<file path="src/rtl/lab_pkg.sv">
// Shared lab definitions.
//   state_t    : sequencer state encoding (IDLE, RUN, DONE)
//   SEG_BLANK  : all segments off (active-low)
//   SEG_DIGIT  : active-low seven-segment patterns for decimal 0..9,
//                bit0 = seg a .. bit6 = seg g, bit7 = DP (off)
package lab_pkg;

  typedef enum logic [1:0] {
    IDLE = 2'd0,
    RUN  = 2'd1,
    DONE = 2'd2
  } state_t;

  localparam logic [7:0] SEG_BLANK = 8'hFF;

  localparam logic [7:0] SEG_DIGIT [10] = '{
    8'hC0, 8'hF9, 8'hA4, 8'hB0, 8'h99,
    8'h92, 8'h82, 8'hF8, 8'h80, 8'h90
  };

endpackage

</file>
<file path="src/rtl/seg7_decoder.sv">
// Seven-segment decoder for one active-low digit.
//   value : 4-bit value to show (0..9 displayed, 10..15 shown blank)
//   blank : 1 forces the digit dark
//   seg   : active-low segments, bit0 = a .. bit6 = g, bit7 = DP (held off)
module seg7_decoder
  import lab_pkg::*;
(
  input  logic [3:0] value,
  input  logic       blank,
  output logic [7:0] seg
);

  always_comb begin
    seg = SEG_BLANK;
    if (!blank && (value < 4'd10)) begin
      seg = SEG_DIGIT[value];
    end
  end

endmodule

</file>
<file path="src/rtl/truth_table_tester.sv">
// Self-test sequencer for a small combinational lab circuit.
// Steps stim through every input code, holds each for SETTLE cycles,
// samples dut_out on the edge that advances stim and compares it with
// EXPECTED[code]. Results are held until the next start.
//   MAX10_CLK1_50 : clock
//   rst_n         : asynchronous active-low reset
//   start         : level-sampled run request (ignored while running)
//   dut_out       : output of the circuit under test
//   stim          : stimulus to the circuit under test
//   busy / done   : run in progress / results valid
//   pass          : done with zero mismatches
//   fail_mask     : bit i set when code i mismatched
//   fail_count    : number of mismatching codes
//   HEX0          : fail_count in decimal once done, blank otherwise
module truth_table_tester
  import lab_pkg::*;
#(
  parameter int                 N_IN     = 3,
  parameter logic [2**N_IN-1:0] EXPECTED = 8'b1110_1000,
  parameter int                 SETTLE   = 4
)(
  input  logic                MAX10_CLK1_50,
  input  logic                rst_n,
  input  logic                start,
  input  logic                dut_out,
  output logic [N_IN-1:0]     stim,
  output logic                busy,
  output logic                done,
  output logic                pass,
  output logic [2**N_IN-1:0]  fail_mask,
  output logic [N_IN:0]       fail_count,
  output logic [7:0]          HEX0
);

  localparam int CW = $clog2(SETTLE) + 1;

  state_t          state;
  logic [N_IN-1:0] vec;
  logic [CW-1:0]   cnt;

  logic sample;
  logic miss;
  logic last_vec;

  always_comb begin
    sample   = (cnt == CW'(SETTLE - 1));
    miss     = sample && (dut_out != EXPECTED[vec]);
    last_vec = (vec == '1);
  end

  always_ff @(posedge MAX10_CLK1_50 or negedge rst_n) begin
    if (!rst_n) begin
      state      <= IDLE;
      vec        <= '0;
      cnt        <= '0;
      stim       <= '0;
      busy       <= 1'b0;
      done       <= 1'b0;
      pass       <= 1'b0;
      fail_mask  <= '0;
      fail_count <= '0;
    end else begin
      case (state)
        IDLE, DONE: begin
          if (start) begin
            state      <= RUN;
            vec        <= '0;
            cnt        <= '0;
            stim       <= '0;
            busy       <= 1'b1;
            done       <= 1'b0;
            pass       <= 1'b0;
            fail_mask  <= '0;
            fail_count <= '0;
          end
        end
        RUN: begin
          if (sample) begin
            cnt <= '0;
            if (miss) begin
              fail_mask[vec] <= 1'b1;
              fail_count     <= fail_count + (N_IN+1)'(1);
            end
            if (!last_vec) begin
              vec  <= vec + N_IN'(1);
              stim <= vec + N_IN'(1);
            end else begin
              // pass must include the final sample, which lands in fail_count on this same edge
              state <= DONE;
              busy  <= 1'b0;
              done  <= 1'b1;
              pass  <= (fail_count == '0) && !miss;
            end
          end else begin
            cnt <= cnt + CW'(1);
          end
        end
        default: state <= IDLE;
      endcase
    end
  end

  seg7_decoder u_hex0 (
    .value (4'(fail_count)),
    .blank (!done),
    .seg   (HEX0)
  );

endmodule

</file>
<file path="config.mk">
export PLATFORM = sky130hd
export DESIGN_NAME = truth_table_tester
export DESIGN_NICKNAME = d
export VERILOG_FILES = /design/src/rtl/lab_pkg.sv /design/src/rtl/seg7_decoder.sv /design/src/rtl/truth_table_tester.sv
export SDC_FILE = /design/constraint.sdc
export NUM_CORES = 1
export LEC_CHECK = 0
export CORE_UTILIZATION = 53
export DETAILED_ROUTE_END_ITERATION = 16
export PLACE_DENSITY = 0.84
export RECOVER_POWER = 100
export SLEW_MARGIN = 5
export SYNTH_ARGS = -nofsm -noshare
export SYNTH_HDL_FRONTEND = slang
export SYNTH_SLANG_ARGS = --single-unit
</file>
<file path="constraint.sdc">
create_clock -name MAX10_CLK1_50 -period 5.39 [get_ports MAX10_CLK1_50]
set_input_delay 0.539 -clock MAX10_CLK1_50 [delete_from_list [all_inputs] [get_ports MAX10_CLK1_50]]
set_output_delay 0.539 -clock MAX10_CLK1_50 [all_outputs]
set_load 0.005 [all_outputs]
</file>
* Word-level counts from Yosys, hierarchy flattened *
Memory sizes are Yosys's and may differ from the RTL's.
Index checks and enable logic that the tools add are counted.

word-level totals
  flip-flop bits (word level) = 23
  ROM bits = 136
  bits of input ports = 4
  output and inout bits = 26
  logic and storage cells = 78
  memories kept = 2

operators by class
  add/subtract/negate cells = 3
  order comparisons = 4
  equal/unequal tests = 10
  muxes and demuxes = 35
  bitwise gates (word level) = 2
  reductions and logical operators = 14

memory list
  name             depth  bits a word  rd ports  clocked after Yosys merged registers in  write ports  line                      text
  (no name shown)  16     8            1         0                                        0            seg7_decoder.sv:16        seg = SEG_DIGIT[value];
  (no name shown)  8      1            1         0                                        0            truth_table_tester.sv:47  miss = sample && (dut_out != EXPECTED[vec]);

operators with widths
  kind                   number
  $mux W8                6
  $pmux W8 S2            1
  $mux W3                4
  $mux W4                3
  $pmux W3 S2            2
  $reduce_and A4 Y1      3
  $mux W1                10
  $ne A2 B2 Y1 const B   5
  $or A8 B8 Y8           1
  $pmux W4 S2            1
  $add A3 B1 Y3 const B  2
  $mux W2                3
  $pmux W1 S2            3
  $ge A5 B5 Y1 const B   1
  $not A4 Y5             1
  $add A4 B1 Y4 const B  1
  $logic_and A1 B1 Y1    4
  $logic_not A4 Y1       1
  $lt A3 B4 Y1 const B   1
  $lt A4 B4 Y1 const B   1
  $pmux W2 S2            1
  $demux W1 S3           1
  $eq A3 B2 Y1 const B   1
  $eq A3 B3 Y1 const B   1
  other kinds (10)       10

* Longest topological paths before layout *
Gate-level depths: netlist of the first run.

  depth after elaboration = 9
  gate-level depth with buffers = 7
  mapped depth without buffers = 7

* Cells and area by module *
Synthesis of the first run repeated with hierarchy kept, for this count alone.

unflattened totals
  cell total of the unflattened synthesis = 166
  area total of the unflattened synthesis = 1465.2 sq um

modules (own cells, without submodules)
  module              times used  cells an instance  area each (sq um)  sequential area each (sq um)
  truth_table_tester  1           133                1229.9             575.6
  seg7_decoder        1           33                 235.2              0.0

* Worst setup path before layout of the first run *
Ideal clock, no wire load.

  path type = register to register
  start = reg vec[0]
  end = reg fail_count[3]
  library setup time = 0.120 ns
  arrival time = 1.726 ns
  data required time = 5.270 ns
  setup slack = 3.545 ns
  stages on the path, launching flop included = 8
  buffers on the path = 0
  period minus slack after synthesis = 1.845 ns
  cells stage by stage = dfrtp_1 -> inv_1 -> ha_1 -> and2_0 -> or3_4 -> a21oi_4 -> nand4_1 -> a31o_1

on the way
  longest elaborated chain between the ends = 6

RTL lines
  what                           line                      text
  start: declaration             truth_table_tester.sv:38  logic [N_IN-1:0] vec;
  start signal: assignment       truth_table_tester.sv:85  vec <= vec + N_IN'(1);
  $mem_v2 Z8 W1                  n/a
  $mux W1 (not written as such)  truth_table_tester.sv:47
  $ne A1 B1 Y1                   truth_table_tester.sv:47
  $logic_and A1 B1 Y1            truth_table_tester.sv:47
  $ne A2 B2 Y1 (no line)         n/a
  $reduce_and A4 Y1 (no line)    n/a
  end signal: assignment         truth_table_tester.sv:82  fail_count <= fail_count + (N_IN+1)'(1);
  end: declaration               truth_table_tester.sv:31  output logic [N_IN:0] fail_count,

No other way between the ends. The select of a mux whose other input is x is not followed.
A chain may end at the register's enable or synchronous reset.

* Worst setup path after layout of the first run *
  start = reg fail_count[1]
  end = out HEX0[0]

on the way
  longest elaborated chain between the ends = 5
  elaborated cells between the ends (all ways) = 7
  classes of those cells = order compare (1); mux (3); bitwise (1); reduce/logical (1); memory (1)

RTL lines
  what                                         line                      text
  $not A4 Y5 (not written as such)             seg7_decoder.sv:16
  $mem_v2 Z16 W8                               n/a
  $mux W8 (not written as such) (2 in series)  seg7_decoder.sv:16
  $mux W8 *                                    seg7_decoder.sv:15        if (!blank && (value < 4'd10)) begin
  end: declaration                             truth_table_tester.sv:32  output logic [7:0] HEX0

Every way passes the cells marked *; elsewhere a longest branch is shown, timed or not. The select of a mux whose other input is x is not followed.

==> impl_metrics.sql, run 1 <==
INSERT INTO impl_metrics (metric_group, metric, value, unit) VALUES
('die', 'die_area', '2670', 'sq um'),
('worst_setup_path', 'arrival', '2.32', 'ns'),
('drt', 'vias_per_cell', '5.564', ''),
('clocking', 'cts_made_buffers', '3', ''),
('layout', 'nets', '190', ''),
('synth', 'synth.yosys.seq_area_share', '44.02', '%'),
('synth', 'synth.cell_area', '1308', 'sq um'),
('job', 'cap_viol_max_count', '0', ''),
('worst_setup_path', 'setup.worst_path.end_class', 'output pin', ''),
('drt', 'avgRoutedWirePerCell', '14.39', 'um'),
('synth', 'synth-main-ff-cell', 'sky130_fd_sc_hd__dfrtp_1', ''),
('global_route', 'grt_overflow', '0', ''),
('drt', 'route.antenna.remaining_nets', '0', ''),
('layout', 'layout-drive-gt1-share', '3.977', '%'),
('drt', 'dr_total_vias', '1135', ''),
('worst_setup_path', 'worst_path_required_time', '4.85', 'ns'),
('synth', 'synth-async-reset-ratio', '100.0', '%'),
('sta', 'max_freq', '349.3', 'MHz'),
('drt', 'detailedRoute.firstPassIterationCount', '4', ''),
('synth', 'netlist_cell_types', '36', ''),
('die', 'dieWidth', '51.67', 'um'),
('global_route', 'antenna_found_initial', '0', ''),
('outcome', 'outcome', 'completed', ''),
('clocking', 'clock_tree.root_cell', 'sky130_fd_sc_hd__clkbuf_4', ''),
('sta', 'period_share', '53.11', '%'),
('die', 'die_h', '51.67', 'um'),
('layout', 'antenna_cells_inserted', '0', ''),
('layout', 'utilization', '70.92', '%'),
('drt', 'drt_first_iter_violations', '20', ''),
('worst_setup_path', 'maximum_fanout_encountered_on_the_critical_timing_path', '9', ''),
('global_route', 'gr-usage-all-layers', '25.99', '%'),
('global_route', 'first_global_vias', '1168', ''),
('sta', 'maxSlewHeadroom', '30.22', '%'),
('sta', 'finalHoldViolations', '0', ''),
('sta', 'worst_hold_slack', '0.5189', 'ns'),
('worst_setup_path', 'crit_path_start_kind', 'register', ''),
('worst_setup_path', 'slowest_stage_delay_on_critical_path', '0.58', 'ns'),
('sta', 'final.min_clock_period', '2.863', 'ns'),
('synth', 'synthesis.area_per_instance', '8.775', 'sq um'),
('clocking', 'cts-hold-fix-buffers', '0', ''),
('die', 'num_io_pins', '30', ''),
('synth', 'synthCells', '149', ''),
('sta', 'timing.final.ws_setup', '2.528', 'ns'),
('drt', 'routed_wire_length', '2936', 'um'),
('clocking', 'cts.repair.resized', '0', ''),
('worst_hold_path', 'worstHoldPathType', 'reg2reg', ''),
('clocking', 'worstSkewPairLatency', '0.33', 'ns'),
('worst_setup_path', 'crit_type', 'reg2out', ''),
('die', 'row_count', '17', ''),
('die', 'core-area', '2276', 'sq um'),
('worst_setup_path', 'timing.critical_path.cells', 'inv_1 -> ha_1 -> or2_2 -> a21oi_1 -> o21ai_0 -> dlygate4sd3_1', ''),
('power', 'power_density', '515.6', 'nW/um^2'),
('clocking', 'numClockSinks', '23', ''),
('sta', 'timing.final.setup_violations', '0', ''),
('synth', 'synth-seq-cells', '23', ''),
('sta', 'timing_max_transition_violations_final', '0', ''),
('die', 'initial_utilization', '57.45', '%'),
('clocking', 'tritoncts', 'done', ''),
('global_route', 'grt_max_degree', '24', ''),
('sta', 'rsz0062_at_grt', 'false', ''),
('placed_design', 'place_hpwl', '2132', 'um'),
('drt', 'route.detailed.drc', '0', ''),
('sta', 'clock_skew', '0.01216', 'ns'),
('clocking', 'max-clock-path-buffers', '2', ''),
('layout', 'layout_area_growth_over_synthesis', '23.45', '%'),
('synth', 'ys_warn_count', '0', ''),
('placed_design', 'place.port_buffers', '28', ''),
('clocking', 'cts.reportedPaths.clkPinSlew', '0.14', 'ns'),
('power', 'cellLeakagePower', '0.7642', 'nW'),
('global_route', 'grt_first_pass_wirelength', '5099', 'um'),
('placed_design', 'pre_cts_ws', '2.889', 'ns'),
('synth', 'synth-edff-count', '0', ''),
('worst_setup_path', 'critical-path-slowest-cell', 'sky130_fd_sc_hd__dlygate4sd3_1', ''),
('clocking', 'cts.htree.levels', '1', ''),
('synth', 'postSynthNetCount', '162', ''),
('power', 'vdd_drop_max', '332.3', 'uV'),
('clocking', 'postCtsSetupRepairBufs', '0', ''),
('placed_design', 'place_congestion', '0.8924', ''),
('sta', 'timing_worst_slew_pin_value', '1.043', 'ns'),
('sta', 'final.setup.tns', '0', 'ns');
==> metrics by stage <==
| stage | instance area (sq um) | instances | power (mW) |
|---|---|---|---|
| 6_report | 1614 | 204 | 0.8322 |
| 2_1_floorplan | 1308 | 149 | 0.5727 |
| 5_1_grt | 1614 | 204 | 0.9070 |
| 3_3_place_gp | 1599 | 200 | 0.7623 |
| 3_5_place_dp | 1599 | 200 | 0.7839 |
| 4_1_cts | 1629 | 204 | 0.8692 |
==> layout make-up <==
class | count | area (sq um)
Tap cell | 28 | 35.03
Fill cell | 198 | 661.9
Inverter | 6 | 22.52
Clock buffer | 3 | 22.52
Sequential cell | 23 | 575.6
Timing Repair Buffer | 28 | 280.3
Clock inverter | 1 | 7.507
Multi-Input combinational cell | 115 | 670.6
==> cells by family after synthesis <==
logic type | after synthesis | share of synthesized area (%)
and+or+nand+nor | 66 | 22.97
AOI/OAI and AO/OA | 35 | 17.70
DFF | 23 | 44.02
buffers and inverters | 11 | 3.540
adders and majority gates | 9 | 8.613
xor gates and xnor gates | 2 | 1.340
muxes | 2 | 1.531
other | 1 | 0.2868
==> where the power goes <==
| group | leakage [nW] | internal [mW] | total, mW | switching (mW) |
|---|---|---|---|---|
| clock network | 0.0139 | 0.0284 | 0.0860 | 0.0575 |
| logic | 0.450 | 0.211 | 0.428 | 0.217 |
| registers | 0.300 | 0.237 | 0.318 | 0.0812 |
==> cell usage after synthesis (all sizes together), types with 2 or more instances <==
cell type   n  area share (%)
nand2      17             4.9
clkbuf      3            0.86
a31oi       3             1.4
dfrtp      23              44
nand2b      7             3.3
nor3        3             1.1
o21ai       9             3.4
nor2b       3             1.4
ha          9             8.6
inv         6             1.7
buf         2            0.96
nand3       3             1.1
mux2i       2             1.5
a32o        2             1.5
o31ai       2             1.1
nor2       27             7.8
a21oi      11             5.1
and2        2            0.96
==> per-layer routing <==
| layer | vias to the layer above | global-route usage (%) | routed length, um |
|---|---|---|---|
| met3 | 3 | 4.094 | 118 |
| met4 | 0 | 13.06 | 29 |
| met1 | 541 | 32.38 | 1309 |
| met5 | - | 0 | 0 |
| met2 | 30 | 43.51 | 1477 |
| li1 | 561 | - | - |
==> sequential cells by signal, summed over array words and instances, names as in the netlist <==
signal      count
state           2
cnt             3
fail_mask       8
pass            1
vec             3
fail_count      4
busy            1
done            1
==> cells in the final DEF (no fill, tap or decap), types with 2 or more instances in the layout <==
cell type,n
sky130_fd_sc_hd__nor2_1,27
sky130_fd_sc_hd__dlygate4sd3_1,27
sky130_fd_sc_hd__dfrtp_1,23
sky130_fd_sc_hd__nand2_1,17
sky130_fd_sc_hd__a21oi_1,11
sky130_fd_sc_hd__o21ai_0,9
sky130_fd_sc_hd__ha_1,9
sky130_fd_sc_hd__nand2b_1,7
sky130_fd_sc_hd__inv_1,6
sky130_fd_sc_hd__nor2b_1,3
sky130_fd_sc_hd__a31oi_1,3
sky130_fd_sc_hd__nor3_1,3
sky130_fd_sc_hd__nand3_1,3
sky130_fd_sc_hd__clkbuf_4,3
sky130_fd_sc_hd__o31ai_1,2
sky130_fd_sc_hd__mux2i_1,2
sky130_fd_sc_hd__a32o_1,2
==> critical path, delay by kind of cell, from the launching register on <==
family                     cells  cell delay (ns)
DFF                            1             0.53
adders and majority gates      1             0.19
buffers and inverters          2             0.73
and+or+nand+nor                1             0.27
AOI/OAI and AO/OA              2             0.27
==> worst paths after layout <==
check | start | slack (ns) | endpoint | cells after the start
worst min-delay path | cnt[0] | 0.52 | cnt[0] | 1
worst max register to register | vec[1] | 3.04 | fail_count[1] | 7
min in group asynchronous | rst_n | 0.82 | cnt[2] | 1
worst min register to register | cnt[0] | 0.52 | cnt[0] | 1
worst max-delay path | fail_count[1] | 2.53 | HEX0[0] | 6
max in group asynchronous | rst_n | 3.93 | fail_mask[6] | 1
Note: power is estimated with default switching activity, not from simulation.
==> inputs of run 2 (changes only) <==
--- a/config.mk
+++ b/config.mk
@@ -5,9 +5,9 @@
 export SDC_FILE = /design/constraint.sdc
 export NUM_CORES = 1
 export LEC_CHECK = 0
-export CORE_UTILIZATION = 53
+export CORE_UTILIZATION = 49
 export DETAILED_ROUTE_END_ITERATION = 16
-export PLACE_DENSITY = 0.84
+export PLACE_DENSITY = 0.78
 export RECOVER_POWER = 100
 export SLEW_MARGIN = 5
 export SYNTH_ARGS = -nofsm -noshare
==> constraint.sdc (replaced) <==
create_clock -name MAX10_CLK1_50 -period 2.65 [get_ports MAX10_CLK1_50]
set_input_delay 0.265 -clock MAX10_CLK1_50 [delete_from_list [all_inputs] [get_ports MAX10_CLK1_50]]
set_output_delay 0.265 -clock MAX10_CLK1_50 [all_outputs]
set_load 0.005 [all_outputs]
==> run 2 against run 1 <==
Register-to-register slack lost 2.7 ns; cell area is 0.93% higher; hold slack lost 0.011 ns; sequential share of layout area shrank 0.33 points; non-clock buffer count increased by 3; sequential power increased by 100%; core utilization shrank 5.8 points; count of clock-buffer cells in the layout is the same; first-iteration DRC count fell by 20%; via count rose by 1.6%; sequential cell count did not move.
==> impl_metrics.sql, run 2 (synthesis results as in run 1) <==
INSERT INTO impl_metrics (metric_group, metric, value, unit) VALUES
('layout', 'utilization', '65.17', '%'),
('power', 'cell_internal_pwr', '0.9811', 'mW'),
('sta', 'clock_skew', '0.008698', 'ns'),
('die', 'core-area', '2500', 'sq um'),
('power', 'power.net_switching', '0.7113', 'mW'),
('layout', 'largest-register', 'fail_mask', ''),
('drt', 'drt_first_iter_violations', '16', ''),
('die', 'initial_utilization', '52.30', '%'),
('sta', 'timing.final.ws_setup', '0.1824', 'ns'),
('placed_design', 'post-place-cells', '205', ''),
('worst_setup_path', 'crit_type', 'reg2out', ''),
('worst_hold_path', 'worstHoldPathType', 'reg2reg', ''),
('clocking', 'cts_made_buffers', '3', ''),
('sta', 'rsz0062_at_grt', 'false', ''),
('placed_design', 'place_congestion', '0.8342', ''),
('drt', 'dr_total_vias', '1153', ''),
('sta', 'timing_max_transition_violations_final', '0', ''),
('clocking', 'numClockSinks', '23', ''),
('die', 'dieWidth', '53.66', 'um'),
('power', 'part_of_the_power_in_the_clock_network', '9.9', '%'),
('global_route', 'antenna_found_initial', '0', ''),
('placed_design', 'place_hpwl', '2142', 'um'),
('layout', 'antenna_cells_inserted', '0', ''),
('layout', 'sequential_cell_area', '575.6', 'sq um'),
('sta', 'timing.final.setup_violations', '0', ''),
('global_route', 'gr-usage-all-layers', '24.07', '%'),
('worst_setup_path', 'slowest_stage_delay_on_critical_path', '0.51', 'ns'),
('worst_setup_path', 'timing.critical_path.cells', 'inv_1 -> ha_1 -> or2_2 -> a21oi_1 -> o21ai_0 -> clkdlybuf4s50_1', ''),
('power', 'switching_share', '42.03', '%'),
('die', 'row_count', '18', ''),
('die', 'num_io_pins', '30', ''),
('global_route', 'grt_overflow', '0', ''),
('sta', 'max_freq', '405.3', 'MHz'),
('outcome', 'outcome', 'completed', ''),
('layout', 'layout_area_growth_over_synthesis', '24.59', '%'),
('drt', 'route.antenna.remaining_nets', '0', ''),
('worst_setup_path', 'critical-path-slowest-cell', 'sky130_fd_sc_hd__dfrtp_1', ''),
('clocking', 'cts-hold-fix-buffers', '0', ''),
('clocking', 'tritoncts', 'done', ''),
('drt', 'vias_per_cell', '5.517', ''),
('layout', 'layout.cells.most_common', 'sky130_fd_sc_hd__nor2_1', ''),
('layout', 'fill_cells', '226', ''),
('power', 'power_density', '1039', 'nW/um^2'),
('worst_setup_path', 'worst_path_required_time', '2.38', 'ns'),
('worst_setup_path', 'crit_path_start_kind', 'register', ''),
('power', 'p_comb_share', '52.3', '%'),
('layout', 'largest_registers', 'fail_mask (8), fail_count (4)', ''),
('layout', 'layout-drive-gt1-share', '4.469', '%'),
('power', 'p_seq_share', '37.8', '%'),
('sta', 'final.min_clock_period', '2.468', 'ns'),
('worst_setup_path', 'maximum_fanout_encountered_on_the_critical_timing_path', '9', ''),
('drt', 'routed_wire_length', '2864', 'um'),
('drt', 'avgRoutedWirePerCell', '13.70', 'um'),
('clocking', 'cts.htree.levels', '1', ''),
('worst_setup_path', 'setup.worst_path.end_class', 'output pin', ''),
('clocking', 'max-clock-path-buffers', '2', ''),
('job', 'cap_viol_max_count', '0', ''),
('layout', 'multi_input_area', '670.6', 'sq um'),
('sta', 'timing_worst_slew_pin_value', '1.211', 'ns'),
('worst_setup_path', 'arrival', '2.20', 'ns'),
('sta', 'finalHoldViolations', '0', ''),
('placed_design', 'pre_cts_ws', '0.5532', 'ns'),
('layout', 'final_cell_mix', 'sky130_fd_sc_hd__nor2_1 (27), sky130_fd_sc_hd__dlygate4sd3_1 (24), sky130_fd_sc_hd__dfrtp_1 (23), sky130_fd_sc_hd__nand2_1 (17), sky130_fd_sc_hd__a21oi_1 (11)', ''),
('clocking', 'worstSkewPairLatency', '0.32', 'ns'),
('die', 'die_area', '2879', 'sq um'),
('sta', 'maxSlewHeadroom', '19.28', '%'),
('sta', 'period_share', '93.12', '%'),
('layout', 'fin_cells', '209', ''),
('power', 'final_total_pwr', '1.692', 'mW'),
('layout', 'nets', '193', ''),
('drt', 'route.detailed.drc', '0', ''),
('drt', 'detailedRoute.firstPassIterationCount', '4', ''),
('sta', 'final.setup.tns', '0', 'ns'),
('global_route', 'grt_first_pass_wirelength', '4947', 'um'),
('placed_design', 'place.port_buffers', '28', ''),
('die', 'die_h', '53.66', 'um'),
('layout', 'largest_register_ffs', '8', ''),
('power', 'vdd_drop_max', '630.4', 'uV'),
('clocking', 'cts.reportedPaths.clkPinSlew', '0.13', 'ns'),
('power', 'cellLeakagePower', '0.7812', 'nW'),
('global_route', 'first_global_vias', '1105', ''),
('worst_setup_path', 'worst-r2r-setup-slack', '0.34', 'ns'),
('clocking', 'clock_tree.root_cell', 'sky130_fd_sc_hd__clkbuf_4', ''),
('clocking', 'cts.repair.resized', '0', ''),
('clocking', 'postCtsSetupRepairBufs', '0', ''),
('global_route', 'grt_max_degree', '24', '');
==> run 2: cell types whose count changed in the layout (fill, tap and decap cells not counted), sizes merged <==
cell	previous run	this run
clkbuf	3	5
buf	0	1
clkdlybuf4s50	1	4
dlygate4sd3	27	24
clkinv	0	1
clkinvlp	1	0
==> run 2: final cells by class <==
class | count | share of cell area (%)
Clock inverter | 1 | 0.3072
Tap cell | 30 | 2.304
Inverter | 6 | 1.382
Sequential cell | 23 | 35.33
Timing Repair Buffer | 31 | 18.13
Clock buffer | 3 | 1.382
Multi-Input combinational cell | 115 | 41.17
==> run 2: final timing paths <==
path                               start            end  cells after the start
max                        fail_count[1]        HEX0[3]                      6
min                         fail_mask[4]   fail_mask[4]                      2
max reg2reg                       vec[0]  fail_count[3]                      7
min reg2reg                 fail_mask[4]   fail_mask[4]                      2
max in group asynchronous          rst_n   fail_mask[6]                      2
min in group asynchronous          rst_n  fail_count[3]                      2
==> run 2: routing by layer <==
metal	track usage [%]	routed length (um)	vias to the layer above
li1	-	-	569
met3	3.955	111	6
met1	30.18	1326	546
met2	41.25	1384	32
met5	0	0	-
met4	9.211	42	0
==> run 2: critical path: cells and delay by family (launching register included) <==
family / cells / cell delay, ns
buffers and inverters: 2 / 0.61
AND/OR/NAND/NOR: 1 / 0.27
adder cells (fa/ha/maj): 1 / 0.20
AO/OA/AOI/OAI: 2 / 0.29
flip-flops: 1 / 0.51
==> run 2: power by group through the flow <==
stage	clock [mW]	sequential (mW)	combinational, mW
final	0.167	0.639	0.886
after global routing	0.185	0.666	1.01
after CTS	0.172	0.646	0.961
after floorplan	0	0.617	0.547
after global placement	0	0.644	0.929
after detailed placement	0	0.653	0.955
==> run 2: metrics by stage <==
stage	cell area, sq um	hold slack [ns]
finish	1629	0.5083
global route	1629	0.5483
CTS	1652	0.2763
detailed placement	1624	0.4875
global placement	1624	0.4803
floorplan	1308	-0.03059
==> inputs of run 3 (changes only) <==
--- a/config.mk
+++ b/config.mk
@@ -5,7 +5,9 @@
 export SDC_FILE = /design/constraint.sdc
 export NUM_CORES = 1
 export LEC_CHECK = 0
+export CAP_MARGIN = 20
 export CORE_UTILIZATION = 49
+export CTS_CLUSTER_DIAMETER = 50
 export DETAILED_ROUTE_END_ITERATION = 16
 export PLACE_DENSITY = 0.78
 export RECOVER_POWER = 100
==> constraint.sdc (replaced) <==
create_clock -name MAX10_CLK1_50 -period 2.65 [get_ports MAX10_CLK1_50]
set_input_delay 0.53 -clock MAX10_CLK1_50 [delete_from_list [all_inputs] [get_ports MAX10_CLK1_50]]
set_output_delay 0.53 -clock MAX10_CLK1_50 [all_outputs]
set_load 0.005 [all_outputs]
==> run 3 against run 2 <==
Cell area increased by 1.3%; combinational power increased by 3.4%; clock power increased by 2%; first-iteration DRC count increased by 75%; total power increased by 1.9%; sequential power about the same; routed wire length increased by 1.4%; critical path depth decreased by 2; count of clock-buffer cells in the layout unchanged; global-route usage decreased by 0.36 points; hold slack improved by 0.0028 ns.
==> impl_metrics.sql, run 3 (synthesis results as in run 1) <==
INSERT INTO impl_metrics (metric_group, metric, value, unit) VALUES
('drt', 'drt_first_iter_violations', '28', ''),
('layout', 'largest_register_ffs', '8', ''),
('worst_setup_path', 'crit_path_start_kind', 'register', ''),
('power', 'p_comb_share', '53.1', '%'),
('layout', 'stdcell_area', '1650', 'sq um'),
('sta', 'maxSlewHeadroom', '15.30', '%'),
('die', 'core-area', '2500', 'sq um'),
('power', 'switching_share', '41.67', '%'),
('global_route', 'grt_max_degree', '24', ''),
('global_route', 'first_global_vias', '1117', ''),
('drt', 'vias_per_cell', '5.648', ''),
('die', 'row_count', '18', ''),
('layout', 'nets', '194', ''),
('worst_setup_path', 'cp-startpoint', 'fail_count[3]', ''),
('global_route', 'grt_overflow', '0', ''),
('worst_setup_path', 'worst_path_required_time', '2.12', 'ns'),
('worst_hold_path', 'worstHoldPathCells', '2', ''),
('layout', 'largest_registers', 'fail_mask (8), fail_count (4)', ''),
('sta', 'period_share', '93.03', '%'),
('drt', 'avgRoutedWirePerCell', '13.83', 'um'),
('worst_setup_path', 'arrival', '1.94', 'ns'),
('power', 'p_seq_share', '37.0', '%'),
('sta', 'timing.final.ws_setup', '0.1847', 'ns'),
('layout', 'largest-register', 'fail_mask', ''),
('worst_setup_path', 'rr_endpoint', 'fail_count[3]', ''),
('worst_setup_path', 'timing.critical_path.to', 'HEX0[4]', ''),
('power', 'power.net_switching', '0.7185', 'mW'),
('clocking', 'tritoncts', 'done', ''),
('die', 'die_area', '2879', 'sq um'),
('sta', 'max_freq', '405.6', 'MHz'),
('layout', 'layout.cells.most_common', 'sky130_fd_sc_hd__nor2_1', ''),
('global_route', 'grt_first_pass_wirelength', '4871', 'um'),
('layout', 'final_cell_mix', 'sky130_fd_sc_hd__nor2_1 (27), sky130_fd_sc_hd__dlygate4sd3_1 (22), sky130_fd_sc_hd__dfrtp_1 (21), sky130_fd_sc_hd__nand2_1 (17), sky130_fd_sc_hd__a21oi_1 (11)', ''),
('power', 'cellLeakagePower', '0.7878', 'nW'),
('sta', 'finalHoldViolations', '0', ''),
('worst_setup_path', 'regToRegStartpoint', 'vec[1]', ''),
('clocking', 'numClockSinks', '23', ''),
('power', 'vdd_drop_max', '707.8', 'uV'),
('power', 'cell_internal_pwr', '1.006', 'mW'),
('clocking', 'clock_tree.root_cell', 'sky130_fd_sc_hd__clkbuf_4', ''),
('die', 'die_h', '53.66', 'um'),
('global_route', 'gr-usage-all-layers', '23.71', '%'),
('clocking', 'worstSkewPairLatency', '0.32', 'ns'),
('outcome', 'outcome', 'completed', ''),
('sta', 'final.setup.tns', '0', 'ns'),
('worst_hold_path', 'worstHoldPathType', 'reg2reg', ''),
('drt', 'route.detailed.drc', '0', ''),
('sta', 'clock_skew', '0.006628', 'ns'),
('worst_setup_path', 'setup.worst_path.end_class', 'output pin', ''),
('placed_design', 'place_hpwl', '2120', 'um'),
('die', 'num_io_pins', '30', ''),
('drt', 'detailedRoute.firstPassIterationCount', '4', ''),
('clocking', 'max-clock-path-buffers', '2', ''),
('clocking', 'cts.htree.levels', '1', ''),
('drt', 'dr_total_vias', '1186', ''),
('placed_design', 'pre_cts_ws', '0.2564', 'ns'),
('drt', 'routed_wire_length', '2904', 'um'),
('worst_setup_path', 'worst-r2r-setup-slack', '0.25', 'ns'),
('sta', 'final.min_clock_period', '2.465', 'ns'),
('worst_setup_path', 'crit_type', 'reg2out', ''),
('power', 'power_density', '1045', 'nW/um^2'),
('die', 'dieWidth', '53.66', 'um'),
('global_route', 'antenna_found_initial', '0', ''),
('clocking', 'cts-hold-fix-buffers', '0', ''),
('layout', 'layout_area_growth_over_synthesis', '26.22', '%'),
('sta', 'timing_max_transition_violations_final', '0', ''),
('sta', 'rsz0062_at_grt', 'false', ''),
('worst_setup_path', 'maximum_fanout_encountered_on_the_critical_timing_path', '13', ''),
('placed_design', 'place.port_buffers', '28', ''),
('drt', 'route.antenna.remaining_nets', '0', ''),
('placed_design', 'place_area', '1624', 'sq um'),
('power', 'part_of_the_power_in_the_clock_network', '9.9', '%'),
('layout', 'fill_cells', '228', ''),
('layout', 'layout-drive-gt1-share', '7.222', '%'),
('worst_setup_path', 'worstRegToRegCells', '7', ''),
('layout', 'utilization', '66.02', '%'),
('die', 'initial_utilization', '52.30', '%'),
('sta', 'timing_worst_slew_pin_value', '1.270', 'ns'),
('placed_design', 'place_congestion', '0.7727', ''),
('sta', 'timing.final.setup_violations', '0', ''),
('job', 'cap_viol_max_count', '0', ''),
('layout', 'antenna_cells_inserted', '0', ''),
('clocking', 'cts_made_buffers', '3', ''),
('clocking', 'cts.reportedPaths.clkPinSlew', '0.13', 'ns');
run 3: worst min-delay path by stage:
stage | slack, ns | startpoint | end
final | 0.51 | fail_mask[4] | fail_mask[4]
after global routing | 0.54 | cnt[0] | cnt[0]
after CTS | 0.52 | cnt[0] | cnt[0]
after detailed placement | 0.49 | fail_mask[2] | fail_mask[2]
after global placement | 0.48 | cnt[1] | cnt[1]
after floorplan | 0.23 | rst_n | busy
run 3: layout make-up:
cell class                      instances  area, sq um  share of cell area [%]
Multi-Input combinational cell        115        670.6                   40.64
Sequential cell                        23        578.1                   35.03
Timing Repair Buffer                   32        311.5                   18.88
Tap cell                               30        37.54                   2.274
Clock buffer                            3        22.52                   1.365
Inverter                                6        22.52                   1.365
Clock inverter                          1        7.507                  0.4549
run 3: layer usage:
metal | wire length, um | vias to the layer above | GRT usage (%)
met4 | 23 | 0 | 5.263
li1 | - | 572 | -
met1 | 1350 | 577 | 29.82
met2 | 1396 | 33 | 40.42
met5 | 0 | - | 0
met3 | 133 | 4 | 6.497
run 3: per-stage QoR:
stage / instances / power, mW / hold WS (ns)
6_report: 210 / 1.724 / 0.5111
5_1_grt: 210 / 1.894 / 0.5376
4_1_cts: 210 / 1.795 / 0.5154
3_5_place_dp: 205 / 1.605 / 0.4890
3_3_place_gp: 205 / 1.567 / 0.4771
2_1_floorplan: 149 / 1.165 / 0.2344
run 3: power groups by stage:
stage	Combinational, mW	Sequential (mW)	Clock (mW)
after floorplan	0.547	0.617	0
after global placement	0.921	0.646	0
after detailed placement	0.948	0.657	0
after CTS	0.978	0.638	0.178
after global routing	1.05	0.660	0.188
final	0.916	0.638	0.171
run 3: worst max-delay path, cell delays in order (launching register included):
cell and delay [ns]:
sky130_fd_sc_hd__dfrtp_1 0.59, sky130_fd_sc_hd__a21oi_1 0.14, sky130_fd_sc_hd__and2_1 0.17, sky130_fd_sc_hd__o21ai_0 0.13, sky130_fd_sc_hd__dlygate4sd3_1 0.58
run 3: timing repair:
action,CTS,global route
pin swaps,0,0
gates resized for setup,1,5
setup buffers,1,0
setup endpoints to repair,2,4
